==> src/rtl/sprite_motion_ctrl_if.sv <==
// Bundle of the PS/2 byte stream, frame pulse and square position/status
// that run between the scan receiver, the motion controller and the pixel generator.
interface sprite_motion_ctrl_if;
    logic       scan_valid;
    logic [7:0] scan_code;
    logic       frame_start;
    logic [9:0] pos_x;
    logic [9:0] pos_y;
    logic [3:0] keys;
    logic       update_done;

    modport master (
        output scan_valid, scan_code, frame_start,
        input  pos_x, pos_y, keys, update_done
    );

    modport slave (
        input  scan_valid, scan_code, frame_start,
        output pos_x, pos_y, keys, update_done
    );
endinterface

==> src/rtl/sprite_motion_ctrl.sv <==
// Decodes extended PS/2 arrow make/break codes into a held-key vector and
// moves the square once per frame with acceleration and border clamping.
module sprite_motion_ctrl #(
    parameter int unsigned H_PIXELS     = 640,
    parameter int unsigned V_PIXELS     = 480,
    parameter int unsigned HALF_SIZE    = 10,
    parameter int unsigned BORDER       = 10,
    parameter int unsigned INIT_X       = 320,
    parameter int unsigned INIT_Y       = 240,
    parameter int unsigned MAX_STEP     = 4,
    parameter int unsigned ACCEL_FRAMES = 8
) (
    input  logic                 vga_clk,
    input  logic                 reset,
    sprite_motion_ctrl_if.slave  bus
);

    localparam logic signed [10:0] X_MIN = 11'(BORDER + HALF_SIZE + 1);
    localparam logic signed [10:0] X_MAX = 11'(H_PIXELS - BORDER - HALF_SIZE - 2);
    localparam logic signed [10:0] Y_MIN = 11'(BORDER + HALF_SIZE + 1);
    localparam logic signed [10:0] Y_MAX = 11'(V_PIXELS - BORDER - HALF_SIZE - 2);
    localparam int unsigned        HOLD_MAX = MAX_STEP * ACCEL_FRAMES;
    localparam int unsigned        HOLD_W   = $clog2(HOLD_MAX + 1);

    localparam logic [7:0] CODE_E0    = 8'hE0;
    localparam logic [7:0] CODE_F0    = 8'hF0;
    localparam logic [7:0] CODE_UP    = 8'h75;
    localparam logic [7:0] CODE_LEFT  = 8'h6B;
    localparam logic [7:0] CODE_DOWN  = 8'h72;
    localparam logic [7:0] CODE_RIGHT = 8'h74;

    typedef enum logic [1:0] {S_IDLE, S_F0, S_E0, S_E0F0} scan_state_e;
    typedef enum logic [1:0] {M_IDLE, M_CALC, M_APPLY} motion_state_e;

    scan_state_e   scan_q, scan_d;
    motion_state_e mot_q, mot_d;

    logic [3:0]        keys_q, keys_d;
    logic [3:0]        lkeys_q;
    logic [HOLD_W-1:0] hold_q;
    logic [9:0]        pos_x_q, pos_x_d;
    logic [9:0]        pos_y_q, pos_y_d;
    logic              update_done;

    logic [3:0]        arrow_bit;
    logic [HOLD_W-1:0] accel;
    logic signed [10:0] step, dx, dy, cand_x, cand_y;

    // ---------------- scan FSM ----------------
    always_ff @(posedge vga_clk) begin
        if (reset) begin
            scan_q <= S_IDLE;
            keys_q <= '0;
        end else begin
            scan_q <= scan_d;
            keys_q <= keys_d;
        end
    end

    always_comb begin
        scan_d = scan_q;
        if (bus.scan_valid) begin
            case (scan_q)
                S_IDLE: begin
                    if (bus.scan_code == CODE_E0)      scan_d = S_E0;
                    else if (bus.scan_code == CODE_F0) scan_d = S_F0;
                    else                               scan_d = S_IDLE;
                end
                S_E0:    scan_d = (bus.scan_code == CODE_F0) ? S_E0F0 : S_IDLE;
                default: scan_d = S_IDLE;
            endcase
        end
    end

    // Key bit order {up,left,down,right}
    always_comb begin
        arrow_bit = '0;
        case (bus.scan_code)
            CODE_RIGHT: arrow_bit = 4'b0001;
            CODE_DOWN:  arrow_bit = 4'b0010;
            CODE_LEFT:  arrow_bit = 4'b0100;
            CODE_UP:    arrow_bit = 4'b1000;
            default:    arrow_bit = '0;
        endcase
    end

    always_comb begin
        keys_d = keys_q;
        if (bus.scan_valid) begin
            if (scan_q == S_E0)        keys_d = keys_q | arrow_bit;
            else if (scan_q == S_E0F0) keys_d = keys_q & ~arrow_bit;
        end
    end

    // ---------------- motion FSM ----------------
    always_ff @(posedge vga_clk) begin
        if (reset) mot_q <= M_IDLE;
        else       mot_q <= mot_d;
    end

    always_comb begin
        mot_d = mot_q;
        case (mot_q)
            M_IDLE:  if (bus.frame_start) mot_d = M_CALC;
            M_CALC:  mot_d = M_APPLY;
            default: mot_d = M_IDLE;
        endcase
    end

    always_comb begin
        update_done = 1'b0;
        if (mot_q == M_APPLY) update_done = 1'b1;
    end

    // ---------------- datapath ----------------
    always_comb begin
        accel = hold_q / HOLD_W'(ACCEL_FRAMES);
        if (accel >= HOLD_W'(MAX_STEP - 1)) step = 11'(MAX_STEP);
        else                                step = 11'(accel) + 11'sd1;

        dx = '0;
        if (lkeys_q[0] && !lkeys_q[2])      dx = step;
        else if (lkeys_q[2] && !lkeys_q[0]) dx = -step;
        dy = '0;
        if (lkeys_q[1] && !lkeys_q[3])      dy = step;
        else if (lkeys_q[3] && !lkeys_q[1]) dy = -step;

        cand_x = $signed({1'b0, pos_x_q}) + dx;
        cand_y = $signed({1'b0, pos_y_q}) + dy;

        if (cand_x < X_MIN)      pos_x_d = X_MIN[9:0];
        else if (cand_x > X_MAX) pos_x_d = X_MAX[9:0];
        else                     pos_x_d = cand_x[9:0];

        if (cand_y < Y_MIN)      pos_y_d = Y_MIN[9:0];
        else if (cand_y > Y_MAX) pos_y_d = Y_MAX[9:0];
        else                     pos_y_d = cand_y[9:0];
    end

    // Position commits on the edge into M_APPLY so it appears together with update_done.
    always_ff @(posedge vga_clk) begin
        if (reset) begin
            pos_x_q <= 10'(INIT_X);
            pos_y_q <= 10'(INIT_Y);
            lkeys_q <= '0;
            hold_q  <= '0;
        end else begin
            if (mot_q == M_IDLE && bus.frame_start) lkeys_q <= keys_q;
            if (mot_q == M_CALC) begin
                pos_x_q <= pos_x_d;
                pos_y_q <= pos_y_d;
            end
            if (mot_q == M_APPLY) begin
                if (|lkeys_q) begin
                    if (hold_q != HOLD_W'(HOLD_MAX)) hold_q <= hold_q + 1'b1;
                end else begin
                    hold_q <= '0;
                end
            end
        end
    end

    assign bus.pos_x       = pos_x_q;
    assign bus.pos_y       = pos_y_q;
    assign bus.keys        = keys_q;
    assign bus.update_done = update_done;

endmodule
==> src/flat_wrapper.sv <==
// flat-port wrapper written by rule: the top's interface ports become plain ports
module sprite_motion_ctrl_flat 
#(
    parameter int unsigned H_PIXELS     = 640,
    parameter int unsigned V_PIXELS     = 480,
    parameter int unsigned HALF_SIZE    = 10,
    parameter int unsigned BORDER       = 10,
    parameter int unsigned INIT_X       = 320,
    parameter int unsigned INIT_Y       = 240,
    parameter int unsigned MAX_STEP     = 4,
    parameter int unsigned ACCEL_FRAMES = 8
)
  (vga_clk, reset, bus_scan_valid, bus_scan_code, bus_frame_start, bus_pos_x, bus_pos_y, bus_keys, bus_update_done);
  sprite_motion_ctrl_if bus_i ();
  input  logic vga_clk;
  input  logic reset;
  input wire logic [$bits(bus_i.scan_valid)-1:0] bus_scan_valid;
  input wire logic [$bits(bus_i.scan_code)-1:0] bus_scan_code;
  input wire logic [$bits(bus_i.frame_start)-1:0] bus_frame_start;
  output wire logic [$bits(bus_i.pos_x)-1:0] bus_pos_x;
  output wire logic [$bits(bus_i.pos_y)-1:0] bus_pos_y;
  output wire logic [$bits(bus_i.keys)-1:0] bus_keys;
  output wire logic [$bits(bus_i.update_done)-1:0] bus_update_done;
  assign bus_i.scan_valid = bus_scan_valid;
  assign bus_i.scan_code = bus_scan_code;
  assign bus_i.frame_start = bus_frame_start;
  assign bus_pos_x = bus_i.pos_x;
  assign bus_pos_y = bus_i.pos_y;
  assign bus_keys = bus_i.keys;
  assign bus_update_done = bus_i.update_done;
  sprite_motion_ctrl #(.H_PIXELS(H_PIXELS), .V_PIXELS(V_PIXELS), .HALF_SIZE(HALF_SIZE), .BORDER(BORDER), .INIT_X(INIT_X), .INIT_Y(INIT_Y), .MAX_STEP(MAX_STEP), .ACCEL_FRAMES(ACCEL_FRAMES)) u_core (.vga_clk(vga_clk), .reset(reset), .bus(bus_i));
endmodule
==> config.mk <==
export PLATFORM = sky130hd
export DESIGN_NAME = sprite_motion_ctrl_flat
export DESIGN_NICKNAME = d
export VERILOG_FILES = /design/src/rtl/sprite_motion_ctrl_if.sv /design/src/rtl/sprite_motion_ctrl.sv /design/src/flat_wrapper.sv
export SDC_FILE = /design/constraint.sdc
export NUM_CORES = 1
export LEC_CHECK = 0
export ABC_AREA = 1
export BUFFER_PORTS_ARGS = -buffer_cell sky130_fd_sc_hd__buf_2
export CAP_MARGIN = 20
export CORE_ASPECT_RATIO = 1.4
export CORE_MARGIN = 2
export CORE_UTILIZATION = 45
export DETAILED_ROUTE_END_ITERATION = 10
export GPL_ROUTABILITY_DRIVEN = 0
export HOLD_SLACK_MARGIN = 0.02
export PLACE_DENSITY = 0.68
export SKIP_CTS_REPAIR_TIMING = 1
export SYNTH_ARGS = -nofsm -noshare
export SYNTH_HDL_FRONTEND = slang
export SYNTH_SLANG_ARGS = --single-unit
==> constraint.sdc <==
create_clock -name vga_clk -period 3.8 [get_ports vga_clk]
set_clock_uncertainty 0.05 [all_clocks]
set_input_delay 0.38 -clock vga_clk [delete_from_list [all_inputs] [get_ports vga_clk]]
set_output_delay 0.38 -clock vga_clk [all_outputs]
set_load 0.02 [all_outputs]
---- Word-level counts from Yosys, hierarchy flattened ----
Index checks and enable logic that the tools add are counted.
storage, ports and cells
  bits of input ports ..................... 12
  bits in registers ....................... 38
  output and inout port bits .............. 25
  word-level logic and storage cells ...... 69
cells by class
  reductions and logical operators ........ 15
  bitwise gates (word level) .............. 3
  add/subtract/negate cells ............... 5
  eq/ne operators ......................... 13
  mux-type cells .......................... 21
  $lt $le $gt $ge ......................... 5
operators with widths
  cell                                                                                number
  11-bit two-way mux                                                                  5
  10-bit two-way mux                                                                  4
  8-bit by 7-bit equality test with 1-bit output (second input constant)              4
  11-bit adder                                                                        2
  11-bit by 6-bit < comparator with 1-bit output (second input constant)              2
  8-bit equality test (second input constant)                                         2
  4-bit case mux with 4 select lines                                                  1
  6-bit two-way mux                                                                   2
  11-bit by 10-bit greater-than comparator with 1-bit output (second input constant)  1
  11-bit greater-than comparator (second input constant)                              1
  11-bit negator                                                                      1
  4-bit two-way mux                                                                   2
  2-bit case mux with 2 select lines                                                  2
  6-bit by 1-bit adder with 6-bit output (second input constant)                      1
  2-bit equality test (second input constant)                                         3
  2-bit two-way mux                                                                   3
  6-bit != test (second input constant)                                               1
  1-bit logical AND                                                                   5
  3-bit by 1-bit adder with 4-bit output (second input constant)                      1
  4-bit bitwise AND                                                                   1
  1-bit logical NOT                                                                   4
  2-bit logical NOT                                                                   2
  2-bit != test (second input constant)                                               2
  4-bit NOT                                                                           1
  other kinds (7)                                                                     9

---- Depth between registers and ports, before layout ----
  depth after elaboration ................. 9
  depth in mapped cells ................... 28
  depth with buffers taken out ............ 28

---- Least setup slack after synthesis ----
OpenSTA, ideal clock, no wires.
  path type ............................... flip-flop to flip-flop
  start point ............................. reg u_core.hold_q[3]
  end point ............................... reg u_core.pos_y_q[1] (netlist: u_core.bus.pos_y[1])
  path buffers ............................ 0
  library setup time ...................... 0.072 ns
  slack ................................... 0.736 ns
  cell stages (with the launch flop) ...... 24
  data required time ...................... 3.678 ns
  data arrival time ....................... 2.942 ns
  period minus slack after synthesis ...... 3.064 ns
  cells stage by stage .................... dfxtp_1 > ha_1 > ha_1 > nor2_2 > nand2_2 > inv_2 > nand2_4 > nand3_4 > inv_4 > ha_1 > inv_1 > nor2_1 > ha_1 > nand2_1 > nand2_1 > nand2_1 > nand2_1 > nand2_1 > nand4_2 > xnor2_4 > nand2_2 > nor2_4 > nand2_1 > a21oi_1
on the way
  word-level cells in the longest chain between the ends .. 9
  elaborated cells between the ends (all ways) .. 11
  those cells by class .................... add/sub: 3; order compare: 3; mux: 5
RTL lines
  what                                                                                                             line                                                  source
  from (decl)                                                                                                      sprite_motion_ctrl.sv:40                              logic [HOLD_W-1:0] hold_q;
  from (signal assigned)                                                                                           sprite_motion_ctrl.sv:155                             if (hold_q != HOLD_W'(HOLD_MAX)) hold_q <= hold_q + 1'b1;
  3-bit by 1-bit adder with 4-bit output / 3-bit by 2-bit >= comparator with 1-bit output (equally long branches)  sprite_motion_ctrl.sv:119, sprite_motion_ctrl.sv:118
  11-bit two-way mux *                                                                                             sprite_motion_ctrl.sv:118                             if (accel >= HOLD_W'(MAX_STEP - 1)) step = 11'(MAX_STEP);
  11-bit negator                                                                                                   sprite_motion_ctrl.sv:126                             else if (lkeys_q[3] && !lkeys_q[1]) dy = -step;
  11-bit two-way mux                                                                                               sprite_motion_ctrl.sv:126
  11-bit two-way mux *                                                                                             sprite_motion_ctrl.sv:125                             if (lkeys_q[1] && !lkeys_q[3]) dy = step;
  11-bit adder *                                                                                                   sprite_motion_ctrl.sv:129                             cand_y = $signed({1'b0, pos_y_q}) + dy;
  11-bit by 10-bit greater-than comparator with 1-bit output                                                       sprite_motion_ctrl.sv:136                             else if (cand_y > Y_MAX) pos_y_d = Y_MAX[9:0];
  10-bit two-way mux                                                                                               sprite_motion_ctrl.sv:136
  10-bit two-way mux *                                                                                             sprite_motion_ctrl.sv:135                             if (cand_y < Y_MIN) pos_y_d = Y_MIN[9:0];
  to (signal assigned)                                                                                             sprite_motion_ctrl.sv:144                             pos_y_q <= 10'(INIT_Y);
  to (signal assigned)                                                                                             sprite_motion_ctrl.sv:151                             pos_y_q <= pos_y_d;
  to (decl)                                                                                                        sprite_motion_ctrl.sv:42                              logic [9:0] pos_y_q, pos_y_d;
Mark *: on every way between the ends. The rest lies on a longest branch, timed or not.
A chain may end at the register's enable or synchronous reset.

---- Final worst setup path ----
  start point ............................. reg u_core.hold_q[4]
  end point ............................... reg u_core.pos_y_q[1] (netlist: u_core.bus.pos_y[1])
The elaborated chain is that of the path after synthesis.

==> out/results.ini <==
[timing]
worstMarginPinSlew_ns = 0.666
final-hold-violation-count = 0
fmax_mhz = 288
finalSetupTns_ns = 0
maxSlewHeadroom_pct = 55.4
finalCritPeriodShare_pct = 91.3
finalMaxSlewViolations = 0
period_needed_ns = 3.47
rsz0062_at_grt = no
finalSetupViolations = 0

[yosys]
synth-edff-count = 0
netlist_area_sq_mm = 0.00321
ys.flop_type = dfxtp_1
synth_fa_ha_area_share_pct = 11.8
yosysTopAreaCell = dfxtp_1
synth_cell_types = 37
synth_top_area_share_pct = 23.7
synth_compound_area_share_pct = 13.8
ys_top_cells_by_count = 150 x nand2_1, 78 x inv_1, 44 x nor2_1
synth_xor_area_share_pct = 2.49
synth_area_per_cell_sq_um = 6.23
yosys.cell_count.top_type = nand2_1
ys_ff_latch = 38
yosys_warnings = 0
synthTopCellsByArea = dfxtp_1 24%, nand2_1 18%, ha_1 11%
synth_top_family_by_area = simple AND/OR/NAND/NOR gates
netlist_instances = 515
synth.yosys.seq_area_share_pct = 23.7
synth_nets = 556
async_reset_ff_share_pct = 0
synth-simple-area-share_pct = 37.9
muxShareOfSynthArea_pct = 0

[clock_tree]
cts_tree = done
clk_path_buf_depth = 2
numCtsBuffers = 5
clock_latency_ns = 0.30
clock_sink_count = 38
clk_pin_slew_worst_paths_ns = 0.08
cts-root-buf = clkbuf_8
h-tree-depth = 2

[routing]
routed_via_density = 5.16
routed_wirelength_mm = 8.36
drcViolationCount = 0
wire_per_inst_um = 12.8
drtIter0Drc = 143
drt_pass1_iterations = 4
via_count = 3367
ant_nets = 0

[power_and_ir_drop]
combPwrFrac_pct = 31.6
pwr_density_cell_mw_per_mm2 = 343
p_leak_nw = 1.90
p_seq_share_pct = 34.7
netSwitchingFraction_pct = 35.1
ir_worst_vdd_mv = 0.152
p_clk_share_pct = 33.7
p_switching_uw = 441
p_int_uw = 816

[critical_path]
cpPeakStageDelay_ns = 0.38
reg2reg_slack_ns = 0.33
crit_chain = ha_1, ha_1, nor2_2, nand2_2, inv_2, nand2_4, nand3_4, inv_4, ha_1, inv_1, nor2_2, ha_1, nand2_1, nand2_1, nand2_1, nand2_1, nand2_1, nand4_4, xnor2_4, nand2_2, nor2_4, nand2_1, a21oi_1
r2r-start = u_core.hold_q[4]
cp_max_fo = 8
end_kind = register
arrival_ns = 3.64
slowest_stage = dfxtp_1
crit_top_cell = nand2_1
rr_worst_depth = 23
timing.rr.end = u_core.bus.pos_y[1]
required_ns = 3.98
startpoint_type = register
critPathKind = reg2reg

[floorplan]
die_x_um = 75.4
die_area_sq_mm = 0.00784
rows = 36
die_h_um = 104
initial_utilization_pct = 46.3
coreArea_sq_mm = 0.00694
ios = 37

[final_layout]
area_growth_pct = 14.0
num-fill-cells = 752
drive_above_1_share_pct = 13.5
final_nets = 597
design_area_sq_mm = 0.00366
diodes = 0

[place]
place_area_sq_mm = 0.00351
numPortBuffers = 36
dp_hpwl_mm = 6.72

[global_route]
grt_antenna_before_repair = 0
grt_max_degree = 21
grt_pass1_vias = 3259
grt_usage_pct = 22.9
grt_pass1_wl_mm = 14.1
overflow = 0

[worst_hold_path]
min_path_cells = 2
min_from = bus_scan_valid
hp-class = in2reg
holdPathEnd = u_core.scan_q[0]

[status]
status = finished clean

[run]
drv_cap = 0

[placed cells by master, fill, tap and decap left out, drive strengths merged]
| master | Yosys | routed |
|---|---|---|
| a31oi | 1 | 1 |
| nor4 | 3 | 3 |
| clkinv | 1 | 2 |
| conb | 1 | 1 |
| dfxtp | 38 | 38 |
| nand3 | 37 | 37 |
| a21oi | 42 | 42 |
| o21ai | 29 | 29 |
| nor2 | 51 | 51 |
| clkbuf | 3 | 5 |
| nor3b | 2 | 2 |
| o32ai | 1 | 1 |
| nor3 | 7 | 7 |
| nand3b | 3 | 3 |
| ha | 27 | 27 |
| a211oi | 4 | 4 |
| fa | 2 | 2 |
| o31ai | 1 | 1 |
| inv | 82 | 82 |
| buf | 1 | 38 |
| o21bai | 2 | 2 |
| nand4 | 10 | 10 |
| xnor2 | 2 | 2 |
| xor2 | 5 | 5 |
| bufinv | 0 | 2 |
| nand2 | 159 | 159 |
| o41ai | 1 | 1 |
[metrics by stage]
stage                     hold slack [ns]  worst slack, ns  instances  total power [mW]  utilization, %
after floorplan                     0.400            0.736        515             0.738               -
after global placement              0.414            0.352        644             0.835            50.6
after detailed placement            0.415            0.267        644             0.839            50.6
after CTS                           0.272            0.226        652              1.26            52.6
after global routing                0.280           0.0226        652              1.34            52.8
final                               0.280            0.331        652              1.26            52.8
[critical path: cells and delay by family, from the launching register on]
| family | cells | cell delay, ns |
|---|---|---|
| simple gates | 14 | 1.47 |
| flops | 1 | 0.38 |
| compound gates | 1 | 0.12 |
| xor+xnor | 1 | 0.22 |
| buf+inv | 3 | 0.18 |
| fa+ha+maj | 4 | 0.97 |
[cell type report]
cell class / instances / area [sq um] / share of cell area, %
Multi-Input combinational cell: 390 / 2130 / 58.3
Sequential cell: 38 / 762 / 20.8
Clock buffer: 5 / 68.8 / 1.88
Inverter: 83 / 314 / 8.58
Timing Repair Buffer: 38 / 195 / 5.33
Tap cell: 95 / 119 / 3.25
Clock inverter: 3 / 68.8 / 1.88
[worst max path at each step]
stage                                start                  end  slack [ns]  depth (start not counted)
after detailed placement  u_core.hold_q[3]  u_core.bus.pos_y[1]        0.27                         23
after floorplan           u_core.hold_q[3]  u_core.bus.pos_y[1]        0.74                         23
final                     u_core.hold_q[4]  u_core.bus.pos_y[1]        0.33                         23
after global placement    u_core.hold_q[3]  u_core.bus.pos_y[1]        0.35                         23
after CTS                 u_core.hold_q[3]  u_core.bus.pos_y[1]        0.23                         23
after global routing      u_core.hold_q[4]  u_core.bus.pos_y[8]        0.02                         23
[logic make-up after synthesis]
| group | count (synthesis) |
|---|---|
| fa+ha+maj | 29 |
| buf+inv | 87 |
| compound gates | 81 |
| other cells | 1 |
| xor+xnor | 7 |
| flops | 38 |
| simple gates | 272 |
[metal layers]
layer  vias up  share of wire [%]  track usage (%)
li1       1750                  -                -
met4         0                3.5             11.5
met1      1502                 39             24.3
met5         -                  0                0
met2        90                 54             41.9
met3        25                3.7             3.00
[power groups by stage]
stage | Clock, mW | Sequential, mW | Combinational (mW)
after floorplan | 0 | 0.460 | 0.278
after global placement | 0 | 0.446 | 0.390
after detailed placement | 0 | 0.446 | 0.393
after CTS | 0.430 | 0.436 | 0.395
after global routing | 0.449 | 0.439 | 0.453
final | 0.424 | 0.436 | 0.397
No activity file was read; power rests on OpenSTA's default activity.
